[src/rtl/iexu_issue_buffer.sv]
// Issue queue between decode and the IEXU: DEPTH-entry circular buffer of ALU operations.
// Latency: an entry pushed in cycle N is visible on out_* in cycle N+1; there is no in->out comb path.
// Backpressure: in_ready = not full, taken from registered count only; a full buffer refuses push even on a same-cycle pop.
//
// Ports:
//   clk, rst (async, active-high), flush (sync, discards all entries)
//   in_valid/in_ready, in_conf, in_op_a, in_op_b, in_rd   : decode-side enqueue
//   out_valid/out_ready, out_conf, out_op_a, out_op_b, out_rd : head entry towards the IEXU
//   count : current occupancy
// Optional build macro IEXU_FWD_EN adds in_rs1/in_rs2, in_pend_a/in_pend_b and the
// writeback bus wb_valid/wb_tag/wb_data; queued operands then capture matching writebacks
// and the head only issues once both operands are available.

package iexu_pkg;
    typedef enum logic [2:0] {
        add_conf = 3'd0,
        sub_conf = 3'd1,
        and_conf = 3'd2,
        or_conf  = 3'd3,
        xor_conf = 3'd4,
        sll_conf = 3'd5,
        srl_conf = 3'd6,
        sra_conf = 3'd7
    } iexu_conf;
endpackage

module iexu_issue_buffer
    import iexu_pkg::*;
#(
    parameter int XLEN  = 32,
    parameter int DEPTH = 2,
    parameter int TAGW  = 5
) (
    input  logic                   clk,
    input  logic                   rst,
    input  logic                   flush,
    input  logic                   in_valid,
    output logic                   in_ready,
    input  iexu_conf               in_conf,
    input  logic [XLEN-1:0]        in_op_a,
    input  logic [XLEN-1:0]        in_op_b,
    input  logic [TAGW-1:0]        in_rd,
`ifdef IEXU_FWD_EN
    input  logic [TAGW-1:0]        in_rs1,
    input  logic [TAGW-1:0]        in_rs2,
    input  logic                   in_pend_a,
    input  logic                   in_pend_b,
    input  logic                   wb_valid,
    input  logic [TAGW-1:0]        wb_tag,
    input  logic [XLEN-1:0]        wb_data,
`endif
    output logic                   out_valid,
    input  logic                   out_ready,
    output iexu_conf               out_conf,
    output logic [XLEN-1:0]        out_op_a,
    output logic [XLEN-1:0]        out_op_b,
    output logic [TAGW-1:0]        out_rd,
    output logic [$clog2(DEPTH):0] count
);

    localparam int PTRW = $clog2(DEPTH);
    localparam int CW   = PTRW + 1;

    typedef struct packed {
        iexu_conf        conf;
        logic [XLEN-1:0] op_a;
        logic [XLEN-1:0] op_b;
        logic [TAGW-1:0] rd;
`ifdef IEXU_FWD_EN
        logic [TAGW-1:0] rs1;
        logic [TAGW-1:0] rs2;
        logic            pend_a;
        logic            pend_b;
`endif
    } entry_t;

    entry_t            mem [DEPTH];
    entry_t            push_entry;
    logic [PTRW-1:0]   wr_ptr;
    logic [PTRW-1:0]   rd_ptr;
    logic              push;
    logic              pop;

    assign in_ready = (count != CW'(DEPTH));

    assign out_conf = mem[rd_ptr].conf;
    assign out_op_a = mem[rd_ptr].op_a;
    assign out_op_b = mem[rd_ptr].op_b;
    assign out_rd   = mem[rd_ptr].rd;

`ifdef IEXU_FWD_EN
    logic             wb_hit;
    logic [DEPTH-1:0] ent_vld;

    // Tag 0 is the hardwired zero register and never carries a real writeback.
    assign wb_hit = wb_valid && (wb_tag != '0);

    // A slot holds a live entry when its distance from the head is below the occupancy.
    always_comb begin
        ent_vld = '0;
        for (int i = 0; i < DEPTH; i++) begin
            ent_vld[i] = ({1'b0, PTRW'(PTRW'(i) - rd_ptr)} < count);
        end
    end

    assign out_valid = (count != '0) && !mem[rd_ptr].pend_a && !mem[rd_ptr].pend_b;
`else
    assign out_valid = (count != '0);
`endif

    assign push = in_valid && in_ready && !flush;
    assign pop  = out_valid && out_ready && !flush;

    // Incoming entry; with forwarding it also snoops the writeback of the same cycle so it
    // is never stored waiting on a value that already went by.
    always_comb begin
        push_entry      = '0;
        push_entry.conf = in_conf;
        push_entry.op_a = in_op_a;
        push_entry.op_b = in_op_b;
        push_entry.rd   = in_rd;
`ifdef IEXU_FWD_EN
        push_entry.rs1    = in_rs1;
        push_entry.rs2    = in_rs2;
        push_entry.pend_a = in_pend_a && (in_rs1 != '0);
        push_entry.pend_b = in_pend_b && (in_rs2 != '0);
        if (wb_hit && push_entry.pend_a && (in_rs1 == wb_tag)) begin
            push_entry.op_a   = wb_data;
            push_entry.pend_a = 1'b0;
        end
        if (wb_hit && push_entry.pend_b && (in_rs2 == wb_tag)) begin
            push_entry.op_b   = wb_data;
            push_entry.pend_b = 1'b0;
        end
`endif
    end

    always_ff @(posedge clk or posedge rst) begin
        if (rst) begin
            for (int i = 0; i < DEPTH; i++) begin
                mem[i] <= '0;
            end
        end else begin
            for (int i = 0; i < DEPTH; i++) begin
                if (push && (wr_ptr == PTRW'(i))) begin
                    mem[i] <= push_entry;
                end
`ifdef IEXU_FWD_EN
                else if (flush) begin
                    mem[i].pend_a <= 1'b0;
                    mem[i].pend_b <= 1'b0;
                end else if (ent_vld[i] && wb_hit) begin
                    if (mem[i].pend_a && (mem[i].rs1 == wb_tag)) begin
                        mem[i].op_a   <= wb_data;
                        mem[i].pend_a <= 1'b0;
                    end
                    if (mem[i].pend_b && (mem[i].rs2 == wb_tag)) begin
                        mem[i].op_b   <= wb_data;
                        mem[i].pend_b <= 1'b0;
                    end
                end
`endif
            end
        end
    end

    always_ff @(posedge clk or posedge rst) begin
        if (rst) begin
            wr_ptr <= '0;
            rd_ptr <= '0;
            count  <= '0;
        end else if (flush) begin
            wr_ptr <= '0;
            rd_ptr <= '0;
            count  <= '0;
        end else begin
            if (push) begin
                wr_ptr <= wr_ptr + PTRW'(1);
            end
            if (pop) begin
                rd_ptr <= rd_ptr + PTRW'(1);
            end
            case ({push, pop})
                2'b10:   count <= count + CW'(1);
                2'b01:   count <= count - CW'(1);
                default: count <= count;
            endcase
        end
    end

endmodule

[config.mk]
export PLATFORM = sky130hd
export DESIGN_NAME = iexu_issue_buffer
export DESIGN_NICKNAME = d
export VERILOG_FILES = /design/src/rtl/iexu_issue_buffer.sv
export SDC_FILE = /design/constraint.sdc
export NUM_CORES = 1
export LEC_CHECK = 0
export ABC_AREA = 0
export CAP_MARGIN = 15
export CORE_MARGIN = 5
export CORE_UTILIZATION = 49
export DETAILED_ROUTE_END_ITERATION = 8
export GPL_TIMING_DRIVEN = 0
export PLACE_DENSITY = 0.84
export SKIP_LAST_GASP = 1
export SLEW_MARGIN = 20
export SYNTH_ARGS = -nofsm -noshare
export SYNTH_HDL_FRONTEND = slang
export SYNTH_SLANG_ARGS = --single-unit
[constraint.sdc]
create_clock -name clk -period 9.5 [get_ports clk]
set_input_delay 1.425 -clock clk [delete_from_list [all_inputs] [get_ports clk]]
set_output_delay 1.425 -clock clk [all_outputs]
set_load 0.005 [all_outputs]
# Word-level counts from Yosys, hierarchy flattened
# Index checks and enable logic that the tools add are counted.
# Widths: inputs -> output; s select.
# op_classes
add_sub_neg	4
n_mul	0
div_mod_pow	0
order_cmp	1
eq_ne	3
shifts	0
muxes	9
n_bitwise	2
n_reduce_logical	11
# ops
op	count
$mux 72	3
$logic_and 1x1->1	6
$reduce_bool 2->1	3
$mux 1	4
$pmux 2 s2	1
$reduce_bool 3->1	1
$add 1x1->1 const B	2
$add 2x1->2 const B	1
$eq 2x1->1 const B	1
$eq 2x2->1 const B	1
$ge 2x2->1 const B	1
$mux 2	1
$ne 2x2->1 const B	1
$not 1->2	1
$sub 2x1->2 const B	1
$logic_not 1->1	1
$not 1->1	1
# word_totals
ff_bits	148
latchBits	0
ramBits	0
romBits	0
elab_cells	41
memories	0

# Depth between registers and ports, before layout
# Gate-level depths: netlist of the first run.
# logic_depth
word_depth	6
depth_mapped	6
mapped_depth_nobuf	4

# Worst setup path before layout of the first run
# OpenSTA, ideal clock, no wires.
# synth_timing
path_type	register to output
start	reg rd_ptr
end	out out_op_a[10]
arrival_ns	1.324
slack_ns	6.751
path_stages_with_launch	4
cell_sequence	dfrtp_1 -> clkbuf_1 -> clkbuf_1 -> mux2_2
# synth_via
elab_chain_len	4
# synth_lines
item	line	rtl
from (decl)	80	logic [PTRW-1:0] rd_ptr;
from (signal assigned)	181	rd_ptr <= rd_ptr + PTRW'(1);
$not 1->2 (not written as such)	87	assign out_op_a = mem[rd_ptr].op_a;
$mux 72 (3 in series)	-	
to (decl)	55	output logic [XLEN-1:0] out_op_a,
# Every way passes these cells. The select of a mux whose other input is x is not followed.

# Worst setup path in the final report of the first run
# layout_timing
start	reg rd_ptr
end	out out_op_b[24]
# layout_via
elab_chain_len	4
# layout_lines
item	line	rtl
$not 1->2 (not written as such)	88	assign out_op_b = mem[rd_ptr].op_b;
$mux 72 (3 in series)	-	
to (decl)	56	output logic [XLEN-1:0] out_op_b,
# Every way passes these cells. The select of a mux whose other input is x is not followed.

==> qor.yml, run 1 <==
run_status:
  status: "finished, final reports clean"
run:
  cap_viol_max_count: 0
synth:
  syn_avg_cell_area_um2: 15.7
  ys_ff_latch: 148
  synth-adder-area-share_pct: 0
  synth_nets: 486
  syn_inst: 409
  yosys.area_share.simple_pct: 1.34
  seq_area_frac_synth_pct: 57.6
  yosys_warnings: 0
  synthMuxAreaShare_pct: 37.8
  synth_compound_area_share_pct: 0.623
  synthXorXnorAreaFrac_pct: 0.136
  synth_top_family_by_area: "multiplexers"
  synth_cell_types: 22
  syn-cell-area_mm2: 0.00643
power:
  clockPowerShare_pct: 33.2
  power_uw: 2030
  power_density_mw_per_mm2: 230
  leakage_uw: 0.00364
  irDropWorstVdd_uv: 147
  combPwrFrac_pct: 24.6
  internal-power_uw: 1540
  power.switching_uw: 485
  seqPwrFrac_pct: 42.2
  swShare_pct: 23.9
final_layout:
  final_common_cell: "mux2_2"
  post-route-util_pct: 69.2
  seqCellArea_mm2: 0.00370
  finalInstanceArea_mm2: 0.00880
  fill_cells: 959
  drive_above_1_share_pct: 43.3
  nets: 658
  layout_common_cells: "204 x mux2_2, 152 x clkdlybuf4s50_1, 148 x dfrtp_1"
  multi_input_comb_area_mm2: 0.00257
  antenna_cells: 0
  synthToLayoutAreaGrowth_pct: 36.9
clock_tree:
  cts_setup_buffers: 0
  numCtsBuffers: 17
  cts_hold_buf: 0
  cts.clk_slew.worst_paths_ps: 60
  htree_levels: 4
  cts_root_buffer: "clkbuf_16"
  cts.sinks: 148
  cts_resized: 0
  cts_buffer_depth: 2
  clock_latency_ps: 420
  cts_tree: "yes"
critical_path:
  crit_path_frequent_cell: "clkbuf_1"
  critPathKind: "flop to primary output"
  path_cells: "clkbuf_1 > clkbuf_1 > mux2_2 > clkdlybuf4s50_1"
  r2r_start: "count[0]"
  cp_slowest_cell: "clkbuf_1"
  end_kind: "primary output"
  reg2reg_depth: 4
  r2r-end: "mem[99]"
  regToRegSetupSlack_ps: 7430
  cp-start-kind: "flop"
  path_depth: 4
  crit_arrival_ps: 2680
  slowest_delay_ps: 610
  cp_max_fo: 10
  required_ps: 8080
  cp_top_family: "buffers and inverters"
  path_buf_inv: 3
placement:
  io_buffers: 152
  place_congestion: 0.744
  dpl_cell_area_mm2: 0.00820
  dp_hpwl_um: 9990
timing:
  fin_tns_setup_ps: 0
  hold_violations: 0
  drv_slew: 0
  worst_slew_pin_slew_ps: 836
  setup_viol: 0
  max_freq_mhz: 244
  final.min_clock_period_ps: 4100
  relSlewSlack_pct: 43.9
  finalClockSkew_ps: 7.00
  rsz0062_at_grt: "no"
  fin_crit_sh_pct: 43.2
grt:
  grt_pass1_wl_um: 23600
  grt_overflow: 0
  grt_pass1_vias: 4626
  grt_start_max_net_pins: 79
  antenna_found_initial: 0
  grt_usage_pct: 18.9
floorplan:
  die_w_um: 125
  ios: 153
  dieArea_mm2: 0.0155
  fp.coreArea_mm2: 0.0127
  floorplan.rows: 41
  initial_core_util_pct: 50.6
  die_y_um: 125
hold_path:
  hold_path.class: "flop to flop"
  min_from: "mem[132]"
  whs_endpoint: "mem[132]"
  holdPathStages: 1
detailed_routing:
  wire_per_inst_um: 18.5
  drc: 0
  num_vias: 3971
  drt-pass1-iter-count: 4
  wirelength_um: 14100
  routed_via_density: 5.18
  initialDrtViolationCount: 150
  drtAntennaViolNets: 0
metrics by stage:
stage / instances / worst slack, ps / hold slack [ps]
finish: 766 / 5400 / 486
global placement: 733 / 2410 / 464
detailed placement: 734 / 5790 / 476
global route: 766 / 5250 / 503
floorplan: 409 / 4100 / 454
CTS: 766 / 5330 / 489
synth_stat cells, drive strengths merged:
| master | n | area share [%] |
|---|---|---|
| mux2 | 216 | 38 |
| dfrtp | 148 | 58 |
| buf | 15 | 1.8 |
| clkbuf | 8 | 0.47 |
| inv | 3 | 0.18 |
| o21ai | 3 | 0.23 |
| a21oi | 2 | 0.16 |
| nor2 | 2 | 0.12 |
| a2bb2oi | 1 | 0.14 |
| a31oi | 1 | 0.097 |
| and2b | 1 | 0.16 |
| nand2 | 1 | 0.058 |
| nand3 | 1 | 0.078 |
| nand3b | 1 | 0.12 |
| nand4b | 1 | 0.14 |
| nor4 | 1 | 0.33 |
| or2 | 1 | 0.097 |
| or3 | 1 | 0.097 |
| or4b | 1 | 0.16 |
| xor2 | 1 | 0.14 |
power groups by stage:
stage	logic (uW)	registers [uW]	clock network (uW)
floorplan	269	839	0
global placement	488	850	0
detailed placement	504	864	0
CTS	510	855	687
global route	541	872	714
finish	500	855	673
worst max-delay path by stage:
stage           start            to  slack [ps]
6_report       rd_ptr  out_op_b[24]        5400
5_1_grt        rd_ptr  out_op_b[24]        5250
4_1_cts        rd_ptr  out_op_b[24]        5330
3_5_place_dp   rd_ptr  out_op_b[24]        5790
3_3_place_gp      rst      mem[130]        2410
2_1_floorplan     rst      count[0]        4100
layer usage:
layer	up-vias	share of wire, %	track usage (%)
met5	-	0	0
met4	0	1.6	6.25
met3	22	6.8	7.50
met2	116	49	31.1
met1	2016	43	22.8
li1	1817	-	-
flip-flops by register name, indices dropped and copies added (netlist names):
register,flops
count,2
rd_ptr,1
wr_ptr,1
mem,144
cell families (layout without fill, tap and decap cells):
kind of cell | Yosys count | in the layout
AO/OA/AOI/OAI | 7 | 7
XOR/XNOR | 1 | 1
AND/OR/NAND/NOR | 11 | 11
flip-flops | 148 | 148
buffers and inverters | 26 | 211
multiplexers | 216 | 216
area by class of cell:
cell class | count | area share [%]
sequential | 148 | 42.1
timing repair buffer | 153 | 17.6
tap | 172 | 2.44
clock inverter | 14 | 1.83
clock buffer | 18 | 4.99
multi-input combinational | 235 | 29.2
buffer | 23 | 1.69
inverter | 3 | 0.213
(Power assumes the default switching activity.)
==> inputs of run 2 (changes only) <==
--- a/config.mk
+++ b/config.mk
@@ -8,10 +8,10 @@
 export ABC_AREA = 0
 export CAP_MARGIN = 15
 export CORE_MARGIN = 5
-export CORE_UTILIZATION = 49
+export CORE_UTILIZATION = 45
 export DETAILED_ROUTE_END_ITERATION = 8
 export GPL_TIMING_DRIVEN = 0
-export PLACE_DENSITY = 0.84
+export PLACE_DENSITY = 0.81
 export SKIP_LAST_GASP = 1
 export SLEW_MARGIN = 20
 export SYNTH_ARGS = -nofsm -noshare
==> constraint.sdc (replaced) <==
create_clock -name clk -period 3.5 [get_ports clk]
set_input_delay 0.525 -clock clk [delete_from_list [all_inputs] [get_ports clk]]
set_output_delay 0.525 -clock clk [all_outputs]
set_load 0.005 [all_outputs]
==> run 2 against run 1 <==
Effect of this change: clock power rose to 2.6 times the previous value; non-clock buffer count is 3 higher; sequential share of layout area decreased by 0.15 points; clock skew is 1.7 ps lower; critical path type unchanged; largest power group unchanged; utilization down 5.8 points; global-route usage down 1.6 points.
==> qor.yml, run 2 (synthesis results as in run 1) <==
run_status:
  status: "finished, final reports clean"  # unchanged
clock_tree:
  cts_buffer_depth: 2  # unchanged
  cts_resized: 0  # unchanged
  cts_setup_buffers: 0  # unchanged
  cts.sinks: 148  # unchanged
  cts_hold_buf: 0  # unchanged
  cts_tree: "yes"  # unchanged
  cts.clk_slew.worst_paths_ps: 60  # about the same
  cts_root_buffer: "clkbuf_16"  # unchanged
  htree_levels: 4  # unchanged
  numCtsBuffers: 17  # unchanged
  clock_latency_ps: 410  # was 420 ps
critical_path:
  regToRegSetupSlack_ps: 1420  # was 7430 ps
  slowest_delay_ps: 580  # was 610 ps
  path_cells: "clkbuf_1 > clkbuf_1 > mux2_2 > clkdlybuf4s50_1"  # unchanged
  path_buf_inv: 3  # unchanged
  r2r-end: "mem[115]"  # was mem[99]
  end_kind: "primary output"  # unchanged
  crit_path_frequent_cell: "clkbuf_1"  # unchanged
  cp_slowest_cell: "clkbuf_1"  # unchanged
  r2r_start: "count[0]"  # unchanged
  required_ps: 2970  # was 8080 ps
  reg2reg_depth: 4  # unchanged
  critPathKind: "flop to primary output"  # unchanged
  crit_arrival_ps: 2680  # about the same
  cp_max_fo: 10  # unchanged
  cp_top_family: "buffers and inverters"  # unchanged
  cp-start-kind: "flop"  # unchanged
grt:
  grt_overflow: 0  # unchanged
  grt_start_max_net_pins: 37  # was 79
  antenna_found_initial: 0  # unchanged
  grt_pass1_wl_um: 22500  # was 23,600 um
  grt_usage_pct: 17.3  # was 18.9%
  grt_pass1_vias: 4394  # was 4,626
timing:
  fin_ws_ps: 299  # was 5400 ps
  max_freq_mhz: 312
  fin_crit_sh_pct: 91.5
  relSlewSlack_pct: 41.3  # was 43.9%
  drv_slew: 0  # unchanged
  final.min_clock_period_ps: 3200
  fin_tns_setup_ps: 0  # unchanged
  finalClockSkew_ps: 5.34  # was 7.00 ps
  rsz0062_at_grt: "no"  # unchanged
  hold_violations: 0  # unchanged
  setup_viol: 0  # unchanged
  worst_slew_pin_slew_ps: 874  # was 836 ps
hold_path:
  hold_path.class: "flop to flop"  # unchanged
  min_from: "mem[131]"  # was mem[132]
  whs_endpoint: "mem[131]"  # was mem[132]
  holdPathStages: 1  # unchanged
final_layout:
  post-route-util_pct: 63.4  # was 69.2%
  fin_cells: 775  # was 766
  drive_above_1_share_pct: 43.4  # was 43.3%
  nets: 661  # was 658
  reg_top3: "mem x144, count x2"  # unchanged
  largest_reg_flops: 144  # unchanged
  antenna_cells: 0  # unchanged
  final_common_cell: "mux2_2"  # unchanged
  layout_common_cells: "204 x mux2_2, 152 x clkdlybuf4s50_1, 148 x dfrtp_1"  # unchanged
  fill_cells: 1050  # was 959
  regMostFlops: "mem"  # unchanged
  synthToLayoutAreaGrowth_pct: 37.4  # was 36.9%
floorplan:
  initial_core_util_pct: 46.2  # was 50.6%
  die_y_um: 130  # was 125 um
  floorplan.rows: 43  # was 41
  die_w_um: 130  # was 125 um
  fp.coreArea_mm2: 0.0139  # was 0.0127 mm2
  ios: 153  # unchanged
  dieArea_mm2: 0.0168  # was 0.0155 mm2
detailed_routing:
  drtAntennaViolNets: 0  # unchanged
  wire_per_inst_um: 17.7  # was 18.5 um
  initialDrtViolationCount: 118  # was 150
  num_vias: 3925  # was 3,971
  wirelength_um: 13700  # was 14,100 um
  drt-pass1-iter-count: 4  # unchanged
  routed_via_density: 5.06  # was 5.18
  drc: 0  # unchanged
power:
  power_density_mw_per_mm2: 614  # was 230 mW/mm2
  power_uw: 5420  # was 2030 uW
  leakage_uw: 0.00366  # was 0.00364 uW
  irDropWorstVdd_uv: 353  # was 147 uV
placement:
  place_congestion: 0.706  # was 0.744
  pre_cts_ws_ps: 668  # was 5790 ps
  io_buffers: 152  # unchanged
  dpl.cell_count: 745  # was 734
  dp_hpwl_um: 9950  # was 9990 um
run:
  cap_viol_max_count: 0  # unchanged
## run 2: changes by cell type in the layout (fill, tap and decap cells not counted), sizes merged
cell,previous run,this run
buf,16,19
bufinv,3,2
clkbuf,26,28
clkinv,6,5
clkinvlp,5,4
inv,3,2
## run 2: worst max path at each step
stage,start,to,slack [ps],cells after the start
floorplan,rst,count[0],1110,1
global placement,rst,mem[47],6,2
detailed placement,rd_ptr,out_op_a[31],670,4
CTS,rd_ptr,out_op_a[31],190,4
global route,rd_ptr,out_op_a[31],100,4
finish,rd_ptr,out_op_a[31],300,4
## run 2: cell type report
cell class,count,area (um2),share of cell area (%)
Buffer,23,149,1.69
Multi-Input combinational cell,235,2570,29.1
Sequential cell,148,3700,41.9
Timing Repair Buffer,156,1600,18.1
Clock inverter,10,108,1.22
Inverter,3,15.0,0.170
Tap cell,180,225,2.55
Clock buffer,20,467,5.28
## run 2: worst register-to-register path: cells and delay by family, from the launching register on
kind | cells | cell delay [ps]
mux | 1 | 350
buf+inv | 1 | 260
simple gates | 2 | 900
flops | 1 | 440
## run 2: where the power goes
group | switching (uW) | internal (uW)
clock | 666 | 1090
sequential | 192 | 2130
combinational | 419 | 933
## run 2: metrics by stage
stage	area (um2)	hold slack [ps]
global placement	8180	463
CTS	8840	487
finish	8840	480
floorplan	6430	454
global route	8840	504
detailed placement	8260	472
## run 2: per-layer routing
metal	track usage [%]	vias up	wire, um
met2	29.5	93	7160
met1	21.4	1986	5630
met4	5.68	0	193
met5	0	-	0
met3	4.99	18	760
li1	-	1828	-
